`config.mk`:
```
export PLATFORM = sky130hd
export DESIGN_NAME = ctrl_event_capture
export DESIGN_NICKNAME = d
export VERILOG_FILES = /design/src/rtl/ctrl_event_capture.sv
export SDC_FILE = /design/constraint.sdc
export NUM_CORES = 1
export LEC_CHECK = 0
export ABC_AREA = 1
export CAP_MARGIN = 5
export CORE_MARGIN = 1.5
export CORE_UTILIZATION = 58
export CTS_BUF_LIST = sky130_fd_sc_hd__clkbuf_8
export DETAILED_ROUTE_END_ITERATION = 6
export GPL_TIMING_DRIVEN = 0
export PLACE_DENSITY = 0.85
export SLEW_MARGIN = 40
export SYNTH_ARGS = -nofsm -noshare
export SYNTH_HDL_FRONTEND = slang
export SYNTH_SLANG_ARGS = --single-unit
```
`constraint.sdc`:
```
create_clock -name clkB -period 2.75 [get_ports clkB]
set_input_delay 0.55 -clock clkB [delete_from_list [all_inputs] [get_ports clkB]]
set_output_delay 0.55 -clock clkB [all_outputs]
set_load 0.1 [all_outputs]
```
`src/rtl/ctrl_event_capture.sv`:
```
// Stability filter on the synchronized 4-bit control word. Each accepted change is queued as an
// {old, new} event in a first-word fall-through FIFO drained over valid/ready; drops are counted.
module ctrl_event_capture #(
  parameter int unsigned STABLE_CYCLES = 3,
  parameter int unsigned FIFO_DEPTH    = 4,
  parameter int unsigned CNT_W         = 8
) (
  input  logic                          clkB,
  input  logic                          rstB,
  input  logic [3:0]                    ctrl_in,
  input  logic                          evt_ready,
  input  logic                          clr_ovf,
  output logic                          evt_valid,
  output logic [7:0]                    evt_data,
  output logic [3:0]                    ctrl_stable,
  output logic [$clog2(FIFO_DEPTH):0]   fifo_level,
  output logic [CNT_W-1:0]              drop_cnt,
  output logic                          overflow
);

  localparam int unsigned AW = $clog2(FIFO_DEPTH);
  localparam logic [3:0]  RunMax = 4'(STABLE_CYCLES);
  localparam logic [3:0]  RunAcc = 4'(STABLE_CYCLES - 1);
  localparam logic [AW:0] Depth  = (AW + 1)'(FIFO_DEPTH);

  // Filter state
  logic [3:0] last_q, last_d;
  logic [3:0] run_q, run_d;
  logic [3:0] stable_q, stable_d;
  logic       same;
  logic       accept;

  // Queue state
  logic [7:0]    mem_q [FIFO_DEPTH];
  logic [AW:0]   wr_q, wr_d;
  logic [AW:0]   rd_q, rd_d;
  logic [AW:0]   level;
  logic          full;
  logic          not_empty;
  logic          pop;
  logic          push;
  logic          drop;

  // Drop accounting
  logic [CNT_W-1:0] drop_q, drop_d;
  logic             ovf_q, ovf_d;

  // Stability filter: run_q counts consecutive identical samples ending at the previous edge.
  always_comb begin
    same   = (ctrl_in == last_q);
    last_d = ctrl_in;
    run_d  = run_q;
    if (!same) begin
      run_d = 4'd1;
    end else if (run_q < RunMax) begin
      run_d = run_q + 4'd1;
    end
    accept   = same && (run_q == RunAcc) && (last_q != stable_q);
    stable_d = accept ? last_q : stable_q;
  end

  always_comb begin
    level     = wr_q - rd_q;
    full      = (level == Depth);
    not_empty = (wr_q != rd_q);
    pop       = not_empty && evt_ready;
    // A pop on a full queue frees the head slot in time for the same-edge push.
    push      = accept && (!full || pop);
    drop      = accept && full && !pop;
    wr_d      = push ? wr_q + 1'b1 : wr_q;
    rd_d      = pop ? rd_q + 1'b1 : rd_q;
  end

  // A drop on the same edge as a clear wins, leaving a count of one.
  always_comb begin
    drop_d = drop_q;
    ovf_d  = ovf_q;
    if (drop) begin
      ovf_d = 1'b1;
      if (clr_ovf) begin
        drop_d = CNT_W'(1);
      end else if (!(&drop_q)) begin
        drop_d = drop_q + CNT_W'(1);
      end
    end else if (clr_ovf) begin
      drop_d = '0;
      ovf_d  = 1'b0;
    end
  end

  always_ff @(posedge clkB) begin
    if (!rstB) begin
      last_q   <= '0;
      run_q    <= RunMax;
      stable_q <= '0;
      wr_q     <= '0;
      rd_q     <= '0;
      drop_q   <= '0;
      ovf_q    <= 1'b0;
    end else begin
      last_q   <= last_d;
      run_q    <= run_d;
      stable_q <= stable_d;
      wr_q     <= wr_d;
      rd_q     <= rd_d;
      drop_q   <= drop_d;
      ovf_q    <= ovf_d;
    end
  end

  always_ff @(posedge clkB) begin
    if (rstB && push) begin
      mem_q[wr_q[AW-1:0]] <= {stable_q, last_q};
    end
  end

  // Head is gated so the data bus reads zero whenever the queue is empty.
  always_comb begin
    evt_valid   = not_empty;
    evt_data    = not_empty ? mem_q[rd_q[AW-1:0]] : 8'h00;
    ctrl_stable = stable_q;
    fifo_level  = level;
    drop_cnt    = drop_q;
    overflow    = ovf_q;
  end

endmodule

```
==> flow_metrics.py <==
metrics = {
    "run_status": {
        "status": "complete, no violations",
    },
    "floorplanning": {
        "die_y_um": 74.22,
        "die_x_um": 74.22,
        "start_util_pct": 61.06,
        "pin_count": 33,
        "placeableCoreArea_mm2": 0.004817,
        "fp.dieArea_mm2": 0.005508,
        "rows": 25,
    },
    "clock_tree": {
        "max-clock-path-buffers": 2,
        "h-tree-depth": 3,
        "cts_num_sinks": 61,
        "numCtsBuffers": 9,
        "cts.clk_slew.worst_paths_ps": 70,
        "postCtsSetupBuffers": 0,
        "cts_tree": "yes",
        "hold_buffers": 0,
        "cts_resized": 0,
        "clk_latency_ps": 350,
        "cts-root-buf": "clkbuf_8",
    },
    "min_path": {
        "hold_end": "run_q[3]",
        "hp-start": "run_q[3]",
        "holdPathStages": 2,
        "holdCritPathClass": "flip-flop to flip-flop",
    },
    "detailed_routing": {
        "drtPass1Iterations": 4,
        "avgRoutedWirePerCell_um": 13.08,
        "routed_wl_um": 5740,
        "via_per_inst": 5.148,
        "ant_nets": 0,
        "drt-initial-drc-count": 164,
        "drc": 0,
        "vias": 2260,
    },
    "global_route": {
        "grt_use_met2_pct": 38.29,
        "met3_usage_pct": 4.065,
        "grt_overflow": 0,
        "use_met1_pct": 28.19,
        "grt_max_degree": 13,
        "grt_usage_pct": 22.88,
        "grt_pass1_wl_um": 9273,
        "antenna_found_initial": 0,
        "grt_pass1_vias": 2095,
        "busiest_layer": "met2",
    },
    "synth": {
        "netlist_top_cells_count": "nor2_1 (51), nand2_1 (45), inv_1 (42)",
        "yosys.area.top_type_share_pct": 32.67,
        "yosysSeqAreaShare_pct": 52.40,
        "synth_area_mm2": 0.002942,
        "ys.flop_type": "edfxtp_1",
        "synth_edf_count": 32,
        "synth_cell_types": 35,
        "yosysTopAreaCell": "edfxtp_1",
        "synth_area_leaders": "edfxtp_1 (33%), dfxtp_1 (20%), nor2_1 (6.5%)",
        "syn_nets": 343,
        "syn_area_per_cell_um2": 9.079,
        "async_flop_share_pct": 0,
        "netlist_instances": 324,
        "synth.most_common_cell": "nor2_1",
        "synth_warnings": 0,
        "synth_seq_cells": 61,
    },
    "timing": {
        "worstMarginPinSlew_ps": 698.1,
        "fin_setup_tns_ps": 0,
        "final.min_clock_period_ps": 2672,
        "finalHoldViolations": 0,
        "fin_crit_sh_pct": 97.17,
        "clock_skew_ps": 4.443,
        "maxSlewViolCount": 0,
        "rsz0062_at_grt": "true",
        "slew_headroom_pct": 53.29,
        "setup_viol": 0,
        "max_freq_ghz": 0.3742,
    },
    "layout": {
        "fillers": 385,
        "diodes": 0,
        "fin_nets": 386,
        "final_core_util_pct": 71.61,
        "syn2layout_area_growth_pct": 17.27,
        "drive_above_1_share_pct": 20.16,
    },
    "worst_setup_path": {
        "critical-path-max-stage-delay_ps": 370,
        "worstSetupEndpointType": "output port",
        "cp_slowest_cell": "clkbuf_4",
        "cp-start-kind": "flip-flop",
        "worstPathArrival_ps": 2120,
        "r2r_slack_ps": 90,
        "reg2reg_from": "wr_q[0]",
        "path_max_fanout": 8,
        "reg2reg_depth": 9,
        "critPathKind": "flip-flop to output port",
        "r2r-end": "mem_q[1][7]",
        "crit_chain": "inv_1, ha_1, nand2_1, inv_1, nand2_4, inv_1, a21oi_1, clkbuf_4",
        "critPathMostFrequentCell": "inv_1",
        "cp.required_ps": 2200,
    },
    "power_and_ir_drop": {
        "peakVddDrop_mv": 0.3681,
        "combPwrFrac_pct": 19.5,
        "p_leak_uw": 0.001480,
        "clock_power_share_pct": 36.2,
        "p_seq_share_pct": 44.3,
        "p_switching_uw": 724.0,
        "p_int_uw": 1485,
        "finalPower_uw": 2209,
        "switching_share_pct": 32.77,
        "power_density_mw_per_mm2": 640.5,
    },
    "placed_design": {
        "dpl.hpwl_um": 4017,
        "gp_congestion": 0.8746,
        "portBuffers": 32,
    },
    "run": {
        "drv_cap": 0,
    },
}
power by group through the flow:
stage | registers, uW | logic, uW | clock network, uW
6_report | 978 | 432 | 800
5_1_grt | 979 | 459 | 833
4_1_cts | 977 | 424 | 806
3_5_place_dp | 998 | 423 | 0
3_3_place_gp | 997 | 436 | 0
2_1_floorplan | 1000 | 338 | 0
worst max-delay path by stage:
stage          startpoint           to  slack [ps]  cells after the start
2_1_floorplan     wr_q[0]  evt_data[0]        -620                      7
3_3_place_gp      wr_q[0]  evt_data[3]        -310                      8
3_5_place_dp   ctrl_in[0]  mem_q[0][0]        -240                     11
4_1_cts         flip-flop  evt_data[3]           9                      7
5_1_grt           wr_q[0]  mem_q[2][3]         -70                     10
6_report          wr_q[0]  evt_data[3]          80                      8
metal layers:
layer | up-vias | share of wire [%]
met5 | - | 0
met4 | 0 | 2.4
met3 | 12 | 4.3
met2 | 61 | 49
met1 | 1042 | 44
li1 | 1145 | -
final cells by class:
type                       instances  area, um^2  share of cell area (%)
sequential                        61        1541                   44.69
multi-input combinational        208        1187                   34.42
tap                               67       83.83                   2.430
timing repair buffer              32       217.7                   6.311
inverter                          48       182.7                   5.296
clock inverter                     7       75.07                   2.176
clock buffer                       9       123.9                   3.591
buffer                             7       37.54                   1.088
through the flow:
stage,hold slack (ps),area [um^2],cells,worst slack [ps]
after floorplan,414.4,2942,324,-620.3
after global placement,423.9,3346,423,-312.4
after detailed placement,433.1,3221,423,-240.4
after CTS,444.4,3420,439,9.209
after global routing,475.0,3450,439,-72.39
final,439.7,3450,439,77.83
worst max-delay path, delay by kind of cell (launching register included):
family          cells  cell delay, ps
compound gates      1             200
flops               1             360
simple gates        2             180
buf+inv             4             690
fa+ha+maj           1             350
cell usage in the layout (no fill, tap or decap), drive strengths merged:
cell type / instances
a21oi: 25
and3: 1
buf: 18
bufinv: 1
clkbuf: 23
clkdlybuf4s50: 7
clkinv: 2
clkinvlp: 3
dfxtp: 29
edfxtp: 32
fa: 1
ha: 10
inv: 49
nand2: 56
nand3: 10
nand3b: 1
nand4: 9
nor2: 56
nor3: 1
nor3b: 2
o21ai: 28
o21bai: 1
xnor2: 4
xor2: 3
flip-flops by register name, indices dropped and copies added, names as in the netlist, named ones only:
register,flops
overflow,1
wr_q,3
ctrl_stable,4
last_q,4
mem_q,32
rd_q,3
run_q,4
drop_cnt,8
kinds of logic (layout without fill, tap and decap cells):
logic type,Yosys count,count (layout),synth area share (%)
adders and majority gates,11,11,4.934
buffers and inverters,55,103,7.401
xor gates and xnor gates,7,7,2.084
DFF,61,61,52.40
AOI/OAI and AO/OA,54,54,9.656
and+or+nand+nor,136,136,23.52
Note: power is estimated with default switching activity, not from simulation.
